--- src/rtl/demux_conductual_1x2_fifo.sv ---
// -----------------------------------------------------------------------------
// demux_conductual_1x2_fifo
//
// Purpose:
//   Receive-side 1:2 demultiplexer for a valid-qualified word stream. Each
//   incoming word is steered by `selector` into one of two lane FIFOs
//   (DEPTH entries each). Every lane's consumer drains its FIFO with a pop
//   strobe; the popped word appears on the registered lane output one cycle
//   later, with a single-cycle valid pulse.
//
// Parameters:
//   DATA_W  width of data_in and of each data_out
//   DEPTH   entries per lane FIFO (power of two, >= 2)
//   CNT_W   width of each drop counter (only with DEMUX_DROP_CNT_EN)
//
// Ports:
//   clok           in   rising-edge clock
//   reset_L        in   asynchronous active-low reset
//   valid_in       in   data_in carries a word this cycle
//   selector       in   0 -> lane 0, 1 -> lane 1 (sampled with valid_in)
//   data_in        in   input word
//   pop0 / pop1    in   per-lane consumer read request
//   data_out0/1    out  registered lane word
//   valid_out0/1   out  one-cycle pulse per accepted pop
//   full0/1        out  lane FIFO holds DEPTH words
//   empty0/1       out  lane FIFO holds no words
//   drop_cnt0/1    out  saturating dropped-word counters (DEMUX_DROP_CNT_EN)
//   overflow       out  sticky: some word was dropped on a full lane
//
// Configuration:
//   Define DEMUX_DROP_CNT_EN to add the per-lane drop counters and their
//   ports. Without it, only the sticky overflow flag reports drops.
//
// Notes:
//   A pop is judged against the count held before this cycle's push, so a
//   push into an empty lane cannot be popped in the same cycle (no bypass).
//   A full lane still accepts a push when the same cycle pops a word out.
// -----------------------------------------------------------------------------
module demux_conductual_1x2_fifo #(
    parameter int DATA_W = 2,
    parameter int DEPTH  = 4
`ifdef DEMUX_DROP_CNT_EN
    ,
    parameter int CNT_W  = 8
`endif
) (
    input  logic              clok,
    input  logic              reset_L,
    input  logic              valid_in,
    input  logic              selector,
    input  logic [DATA_W-1:0] data_in,
    input  logic              pop0,
    input  logic              pop1,
    output logic [DATA_W-1:0] data_out0,
    output logic              valid_out0,
    output logic [DATA_W-1:0] data_out1,
    output logic              valid_out1,
    output logic              full0,
    output logic              full1,
    output logic              empty0,
    output logic              empty1,
`ifdef DEMUX_DROP_CNT_EN
    output logic [CNT_W-1:0]  drop_cnt0,
    output logic [CNT_W-1:0]  drop_cnt1,
`endif
    output logic              overflow
);

    localparam int PTR_W = $clog2(DEPTH);

    localparam logic [PTR_W:0]   FULL_CNT = (PTR_W + 1)'(DEPTH);
    localparam logic [PTR_W:0]   CNT_ZERO = {(PTR_W + 1){1'b0}};
    localparam logic [PTR_W:0]   CNT_ONE  = (PTR_W + 1)'(1'b1);
    localparam logic [PTR_W-1:0] PTR_ZERO = {PTR_W{1'b0}};
    localparam logic [PTR_W-1:0] PTR_ONE  = PTR_W'(1'b1);

    // Per-lane control, index 0 = lane 0, index 1 = lane 1
    logic [1:0]        sel_s;
    logic [1:0]        pop_s;
    logic [1:0]        pop_acc_s;
    logic [1:0]        push_s;
    logic [1:0]        drop_s;
    logic [PTR_W:0]    count_nxt_s [2];

    // Per-lane state
    logic [PTR_W-1:0]  wr_ptr_r    [2];
    logic [PTR_W-1:0]  rd_ptr_r    [2];
    logic [PTR_W:0]    count_r     [2];
    logic [DATA_W-1:0] mem_r       [2][DEPTH];
    logic [DATA_W-1:0] data_out_r  [2];
    logic [1:0]        valid_out_r;
    logic              overflow_r;

    // Decode lane selection, accepted pops, pushes and drops
    always_comb begin
        sel_s     = {selector, ~selector};
        pop_s     = {pop1, pop0};
        pop_acc_s = 2'b00;
        push_s    = 2'b00;
        drop_s    = 2'b00;
        for (int k = 0; k < 2; k++) begin
            // Pop only sees the count from before this cycle's push
            pop_acc_s[k] = pop_s[k] & (count_r[k] != CNT_ZERO);
            // A full lane frees one slot when it is popped this same cycle
            push_s[k]    = valid_in & sel_s[k] &
                           ((count_r[k] != FULL_CNT) | pop_acc_s[k]);
            drop_s[k]    = valid_in & sel_s[k] &
                           (count_r[k] == FULL_CNT) & ~pop_acc_s[k];
        end
    end

    // Next occupancy count per lane: push +1, pop -1, both or neither hold
    always_comb begin
        for (int k = 0; k < 2; k++) begin
            count_nxt_s[k] = count_r[k];
            case ({push_s[k], pop_acc_s[k]})
                2'b10:   count_nxt_s[k] = count_r[k] + CNT_ONE;
                2'b01:   count_nxt_s[k] = count_r[k] - CNT_ONE;
                default: count_nxt_s[k] = count_r[k];
            endcase
        end
    end

    // Lane pointers, counts and registered outputs
    always_ff @(posedge clok or negedge reset_L) begin
        if (!reset_L) begin
            for (int k = 0; k < 2; k++) begin
                wr_ptr_r[k]   <= PTR_ZERO;
                rd_ptr_r[k]   <= PTR_ZERO;
                count_r[k]    <= CNT_ZERO;
                data_out_r[k] <= {DATA_W{1'b0}};
            end
            valid_out_r <= 2'b00;
        end else begin
            for (int k = 0; k < 2; k++) begin
                count_r[k] <= count_nxt_s[k];
                if (push_s[k]) begin
                    wr_ptr_r[k] <= wr_ptr_r[k] + PTR_ONE;
                end else begin
                    wr_ptr_r[k] <= wr_ptr_r[k];
                end
                // data_out holds its last word whenever no pop is accepted
                if (pop_acc_s[k]) begin
                    rd_ptr_r[k]   <= rd_ptr_r[k] + PTR_ONE;
                    data_out_r[k] <= mem_r[k][rd_ptr_r[k]];
                end else begin
                    rd_ptr_r[k]   <= rd_ptr_r[k];
                    data_out_r[k] <= data_out_r[k];
                end
            end
            valid_out_r <= pop_acc_s;
        end
    end

    // FIFO storage; contents after reset are don't-care, so no reset here
    always_ff @(posedge clok) begin
        for (int k = 0; k < 2; k++) begin
            if (push_s[k]) begin
                mem_r[k][wr_ptr_r[k]] <= data_in;
            end else begin
                mem_r[k][wr_ptr_r[k]] <= mem_r[k][wr_ptr_r[k]];
            end
        end
    end

    // Sticky overflow flag, set by any dropped word on either lane
    always_ff @(posedge clok or negedge reset_L) begin
        if (!reset_L) begin
            overflow_r <= 1'b0;
        end else if (|drop_s) begin
            overflow_r <= 1'b1;
        end else begin
            overflow_r <= overflow_r;
        end
    end

`ifdef DEMUX_DROP_CNT_EN
    localparam logic [CNT_W-1:0] DROP_MAX = {CNT_W{1'b1}};
    localparam logic [CNT_W-1:0] DROP_ONE = CNT_W'(1'b1);

    logic [CNT_W-1:0] drop_cnt_r [2];

    // Saturating per-lane dropped-word counters
    always_ff @(posedge clok or negedge reset_L) begin
        if (!reset_L) begin
            for (int k = 0; k < 2; k++) begin
                drop_cnt_r[k] <= {CNT_W{1'b0}};
            end
        end else begin
            for (int k = 0; k < 2; k++) begin
                if (drop_s[k] && (drop_cnt_r[k] != DROP_MAX)) begin
                    drop_cnt_r[k] <= drop_cnt_r[k] + DROP_ONE;
                end else begin
                    drop_cnt_r[k] <= drop_cnt_r[k];
                end
            end
        end
    end

    assign drop_cnt0 = drop_cnt_r[0];
    assign drop_cnt1 = drop_cnt_r[1];
`endif

    assign data_out0  = data_out_r[0];
    assign data_out1  = data_out_r[1];
    assign valid_out0 = valid_out_r[0];
    assign valid_out1 = valid_out_r[1];
    assign overflow   = overflow_r;

    // Status flags decode directly from the occupancy counts
    assign full0  = (count_r[0] == FULL_CNT);
    assign full1  = (count_r[1] == FULL_CNT);
    assign empty0 = (count_r[0] == CNT_ZERO);
    assign empty1 = (count_r[1] == CNT_ZERO);

endmodule

--- config.mk ---
export PLATFORM = sky130hd
export DESIGN_NAME = demux_conductual_1x2_fifo
export DESIGN_NICKNAME = d
export VERILOG_FILES = /design/src/rtl/demux_conductual_1x2_fifo.sv
export SDC_FILE = /design/constraint.sdc
export NUM_CORES = 1
export LEC_CHECK = 0
export CAP_MARGIN = 20
export CELL_PAD_IN_SITES_DETAIL_PLACEMENT = 1
export CELL_PAD_IN_SITES_GLOBAL_PLACEMENT = 1
export CORE_ASPECT_RATIO = 1.2
export CORE_MARGIN = 5
export CORE_UTILIZATION = 45
export DETAILED_ROUTE_END_ITERATION = 10
export GPL_TIMING_DRIVEN = 1
export PLACE_DENSITY = 0.85
export SYNTH_ARGS = -nofsm -noshare
export SYNTH_HDL_FRONTEND = slang
export SYNTH_SLANG_ARGS = --single-unit
--- constraint.sdc ---
create_clock -name clok -period 3 [get_ports clok]
set_input_delay 0.45 -clock clok [delete_from_list [all_inputs] [get_ports clok]]
set_output_delay 0.45 -clock clok [all_outputs]
set_load 0.05 [all_outputs]
==> run summary, run 1 <==
Minimum clock period: 2.432 ns
Vias: 1260
Endpoints failing hold: 0
Clock skew: 0.008572 ns
IO Pins: 19
Crit-path max cell delay: 0.63 ns
Post-Place Cell Area: 2305 um2
Clock tree sinks: 37
Internal: 1.649 mW
Seq cells post-synth: 37
Vias/cell: 5.362
GRT Overall Usage: 0.1538
Switching portion of total power: 0.4048
Crit end category: flip-flop
Power share of the clock group: 0.153
Crit path max-delay family: compound AO/OA/AOI/OAI gates
CP required: 3.17 ns
Max-Cap Viols: 0
Post-synth EDFFs: 16
CTS resizes: 0
Clock Pin Slew Worst Setup and Hold Paths: 0.07 ns
Worst Path Max Fanout: 5
Cells after Synth: 150
Initial core utilization: 0.4567
Synth warn: 0
Yosys cell types: 19
NetSw: 1.122 mW
Worst-Skew Late Latency: 0.29 ns
First-pass GRT wire length: 7113 um
Design Area, Final: 2430 um2
Slew Viols, Final: 0
Routability Congestion: 0.7331
Final wirelength: 4246 um
Async S/R FF share, synth: 0.5676
Leak Pwr: 1.014 nW
# hold bufs at CTS: 0
Post-route DRC: 0
Largest net degree at the start of global routing: 22
Worst-path cell chain: o31ai_1 -> inv_1 -> ha_1 -> inv_1 -> fa_1 -> xor2_1 -> nor2_1 -> xor2_1
Area contributors post-synth: dfrtp_1 26%, edfxtp_1 23%, ha_1 11%
Fin crit share: 0.8107
Peak VDD IR: 0.5266 mV
Row count: 27
P&R area growth vs syn: 18.41%
Cell taking the most area after synthesis: dfrtp_1
CTS H-Tree Depth: 2
Ant diodes: 0
WL per Instance: 18.07 um
Initial detailed-routing violation count: 45
Clock root buffer: clkbuf_8
Total gr overflow: 0
Power Density: 1140 nW/um2
Reg-to-reg critical path endpoint: count_r[5]
Comb pwr share: 0.461
Die Wd: 71.65 um
Port buffer count: 18
CTS tree: done
Synth Flop Type: dfrtp_1
Initial antenna violation count: 0
Routed Antenna Nets: 0
Chip height: 83.97 um
FF-to-FF Start: count_r[3]
Status: completed
Die area: 6016 um2
RSZ-0062 raised after global routing: false
Fmax: 0.4112 GHz
Area of the mapped netlist: 2052 um2
Postcts setup bufs: 0
Most numerous cell in the Yosys netlist: dfrtp_1
Reg2reg setup slack: 0.57 ns
Reg2Reg Depth: 8
# setup viols final: 0
Post-detail-place hpwl: 3321 um
Router iterations before antenna repair: 4
CP arrival: 2.60 ns
Setup tns final: 0 ns
Crit-path slowest cell: o31ai_1
Critical path startpoint category: flip-flop
Total CTS buffers: 5
Worst min path class: flip-flop to flip-flop
Core area: 4493 um2
Buf+Inv Stages, Crit Path: 2
Worst hold start: overflow
Slew @ Worst Pin: 0.6780 ns
Max-slew headroom: 0.5442
Fill cells: 462
Nets@finish: 204
Final core occ: 0.5408
WHS Path Cells: 1
CP Class: flip-flop to flip-flop
Maximum root-to-sink buffer count: 2
Mean Syn Cell Area: 13.68 um2
Synth Net Count: 178
Vias in the first global route: 1433
Share of the synthesized area in the top cell type: 0.2561
Synth cell count leaders: 21 x dfrtp_1, 19 x mux2_2, 18 x ha_1
Seq/Total Area, Yosys: 0.4902
Hold Path End: overflow
Layout cells sized above 1: 0.2090
Flop pwr share: 0.387
sequential cells by signal, summed over array words and instances, names as in the netlist:
register and count:
wr_ptr_r 4, mem_r 16, data_out1 2, count_r 6, data_out0 2, valid_out_r 2
overflow 1, rd_ptr_r 4
power groups by stage:
stage / Combinational (mW) / Sequential, mW / Clock (mW)
final: 1.28 / 1.07 / 0.423
after global routing: 1.38 / 1.10 / 0.456
after CTS: 1.30 / 1.07 / 0.432
after detailed placement: 1.28 / 1.08 / 0
after global placement: 1.19 / 1.05 / 0
after floorplan: 0.819 / 1.13 / 0
placed cells by master (no fill, tap or decap), drive strengths merged:
cell type / count
inv: 14
nand2: 16
mux2: 19
buf: 1
clkbuf: 5
fa: 2
nand2b: 1
o31ai: 2
mux2i: 1
nor3: 2
bufinv: 1
edfxtp: 16
clkinvlp: 1
xnor2: 8
mux4: 8
clkdlybuf4s50: 18
clkinv: 1
dfrtp: 21
nor4b: 2
xor2: 4
nor2: 4
o21ai: 9
a21o: 1
and3: 2
ha: 18
cells by family after synthesis:
group,count (synthesis),share of synthesized area
XOR/XNOR,12,0.05122
flip-flops,37,0.4902
buffers and inverters,14,0.02561
adder cells (fa/ha/maj),20,0.1293
AO/OA/AOI/OAI,12,0.03292
multiplexers,28,0.1970
AND/OR/NAND/NOR,27,0.07378
worst max path at each step:
stage	from	endpoint	slack, ns	depth (start not counted)
2_1_floorplan	count_r[1]	count_r[2]	1.01	9
3_5_place_dp	pop1	count_r[2]	0.27	10
6_report	count_r[3]	count_r[5]	0.57	8
3_3_place_gp	pop1	count_r[2]	0.41	10
5_1_grt	count_r[3]	count_r[5]	0.41	8
4_1_cts	count_r[3]	count_r[5]	0.50	8
worst reg2reg max path, delay by kind of cell, from the launching register on:
family / cells / cell delay, ns
buf+inv: 2 / 0.37
flops: 1 / 0.46
xor+xnor: 2 / 0.29
simple gates: 1 / 0.06
compound gates: 1 / 0.63
fa+ha+maj: 2 / 0.50
stage by stage:
| stage | std cells | hold WS [ns] | power, mW | setup WS [ns] |
|---|---|---|---|---|
| after floorplan | 150 | 0.1544 | 1.953 | 1.010 |
| after global placement | 226 | 0.4477 | 2.243 | 0.4054 |
| after detailed placement | 226 | 0.4532 | 2.363 | 0.2748 |
| after CTS | 234 | 0.4755 | 2.805 | 0.5035 |
| after global routing | 235 | 0.5149 | 2.946 | 0.4115 |
| final | 235 | 0.4686 | 2.771 | 0.5678 |
metal layers:
layer	vias to the layer above	GRT usage	share of wire
met4	0	0.05983	0.028
met2	22	0.2977	0.57
met5	-	0	0
met1	646	0.1553	0.38
met3	12	0.03012	0.026
li1	580	-	-
final cells by class:
type	instances	area, um2	area share
clock buffers	5	68.82	0.02832
clock inverters	3	41.29	0.01699
inverters	14	52.55	0.02163
multi-input cells	99	993.5	0.4089
flip-flops and latches	37	1006	0.4140
well taps	58	72.57	0.02987
repair buffers	19	195.2	0.08033
Note: power is estimated with default switching activity, not from simulation.
==> run 2: changes to the inputs <==
Settings changed: CORE_UTILIZATION 45 to 42, PLACE_DENSITY 0.85 to 0.84.
Clock period 3 ns to 2.1 ns, I/O delays scaled along.
==> run summary, run 2 (synthesis gave the netlist of run 1 again) <==
Status: completed
# setup viols final: 0 (unchanged)
Max-slew headroom: 0.6550 (+0.1108)
Power Density: 1629 nW/um2 (+43%)
Fmax: 0.4967 GHz (+21%)
Worst-Skew Late Latency: 0.30 ns (about the same)
GRT Overall Usage: 0.1668 (+0.01308)
Port buffer count: 18 (unchanged)
Die Wd: 73.81 um (+3.0%)
Peak VDD IR: 0.4298 mV (-18%)
Leak Pwr: 1.108 nW (+9.3%)
Clock root buffer: clkbuf_8
Post-route DRC: 0 (unchanged)
Slew Viols, Final: 0 (unchanged)
Fin crit share: 0.9587 (+0.1479)
Most common cell after layout, fill and taps aside: buf_4
Layout cells sized above 1: 0.3402 (+0.1312)
CP Class: flip-flop to flip-flop
Nets@finish: 221 (+8.3%)
CTS H-Tree Depth: 2 (unchanged)
Comb pwr share: 0.483 (+0.022)
Vias/cell: 5.389 (+0.51%)
Worst min path class: input port to async pin
P&R area growth vs syn: 24.88%
Internal: 2.459 mW (+49%)
Minimum clock period: 2.013 ns (-0.4190 ns)
Slew @ Worst Pin: 0.5159 ns (-0.1621 ns)
CP required: 2.27 ns (-0.90 ns)
Routed Antenna Nets: 0 (unchanged)
Post-detail-place hpwl: 3717 um (+12%)
CTS tree: done
Worst Path Max Fanout: 4 (-1)
Largest net degree at the start of global routing: 22 (unchanged)
IO Pins: 19 (unchanged)
Clock tree sinks: 37 (unchanged)
Power share of the clock group: 0.145 (-0.008)
Final wirelength: 5124 um (+21%)
Initial antenna violation count: 0 (unchanged)
Maximum root-to-sink buffer count: 2 (unchanged)
Die area: 6389 um2 (+6.2%)
Row count: 27 (unchanged)
Fill cells: 470 (+1.7%)
Flop pwr share: 0.372 (-0.015)
Endpoints failing hold: 0 (unchanged)
RSZ-0062 raised after global routing: true
Switching portion of total power: 0.4109 (+0.006103)
Most frequent cells in the layout: 22 x buf_4, 19 x mux2_2, 19 x dfrtp_1
WL per Instance: 20.33 um (+13%)
Max-Cap Viols: 0 (unchanged)
Initial core utilization: 0.4402 (-0.01655)
First-pass GRT wire length: 7852 um (+10%)
Critical path startpoint category: flip-flop
NetSw: 1.715 mW (+53%)
Ant diodes: 0 (unchanged)
Clock Pin Slew Worst Setup and Hold Paths: 0.07 ns (about the same)
Initial detailed-routing violation count: 40 (-11%)
Total CTS buffers: 5 (unchanged)
Hold_ws: 0.3654 ns (-0.1031 ns)
Crit end category: flip-flop
Vias in the first global route: 1547 (+8.0%)
Total Power: 4.174 mW (+51%)
Core area: 4662 um2 (+3.8%)
Router iterations before antenna repair: 4 (unchanged)
Chip height: 86.57 um (+3.1%)
CP arrival: 2.18 ns (-0.42 ns)
Clock skew: 0.006131 ns (-0.002440 ns)
Total gr overflow: 0 (unchanged)
Vias: 1358 (+7.8%)
Routability Congestion: 0.7952 (+8.5%)
Max reg flops: 16 (unchanged)
run 2: power groups by stage:
stage	combinational, mW	sequential [mW]	clock, mW
CTS	1.94	1.54	0.611
floorplan	1.17	1.62	0
detailed placement	1.92	1.55	0
global route	2.18	1.60	0.648
global placement	1.75	1.49	0
finish	2.02	1.55	0.604
run 2: layout make-up:
type	instances	area [um2]	area share
clock inverters	2	33.78	0.01318
multi-input cells	99	1016	0.3965
clock buffers	6	72.57	0.02832
repair buffers	36	306.5	0.1196
flip-flops and latches	37	1008	0.3936
inverters	14	52.55	0.02051
well taps	58	72.57	0.02832
run 2: worst paths after layout:
kind / to / from / slack (ns) / cells past startpoint
max: count_r[2] / count_r[0] / 0.09 / 9
min: count_r[1] / reset_L / 0.37 / 2
max reg2reg: count_r[2] / count_r[0] / 0.09 / 9
min reg2reg: overflow / overflow / 0.50 / 1
max in group asynchronous: count_r[0] / reset_L / 1.50 / 2
min in group clok: overflow / overflow / 0.50 / 1
run 2: what timing repair did:
| item | 4_1_cts | 5_1_grt |
|---|---|---|
| setup endpoints to repair | 1 | 2 |
| setup buffers | 1 | 4 |
| gates resized for setup | 1 | 10 |
| pin swaps | 2 | 7 |
| hold buffers | 0 | 0 |
run 2: metrics by stage:
step	TNS, ns	std cells	cell area (um2)	util	setup WS [ns]
CTS	0	248	2505	0.5373	0.01299
global route	-0.07532	252	2562	0.5497	-0.04438
detailed placement	-0.5480	239	2392	0.5132	-0.2492
global placement	-0.2152	239	2392	0.5132	-0.1315
floorplan	0	150	2052	-	0.1098
finish	0	252	2562	0.5497	0.08682
run 2: metal layers:
| metal | global-route usage | part of all wire | vias to the layer above |
|---|---|---|---|
| li1 | - | - | 610 |
| met1 | 0.1731 | 0.35 | 709 |
| met2 | 0.3145 | 0.60 | 28 |
| met3 | 0.03248 | 0.030 | 11 |
| met4 | 0.07414 | 0.022 | 0 |
| met5 | 0 | 0 | - |
run 2: worst max-delay path: stages, from the launching register on:
cell	delay (ns)
dfrtp_2	0.44
nor4b_4	0.30
nor2_1	0.09
inv_1	0.06
ha_2	0.17
inv_1	0.06
fa_2	0.34
xor2_1	0.18
nor2_1	0.08
xor2_1	0.16
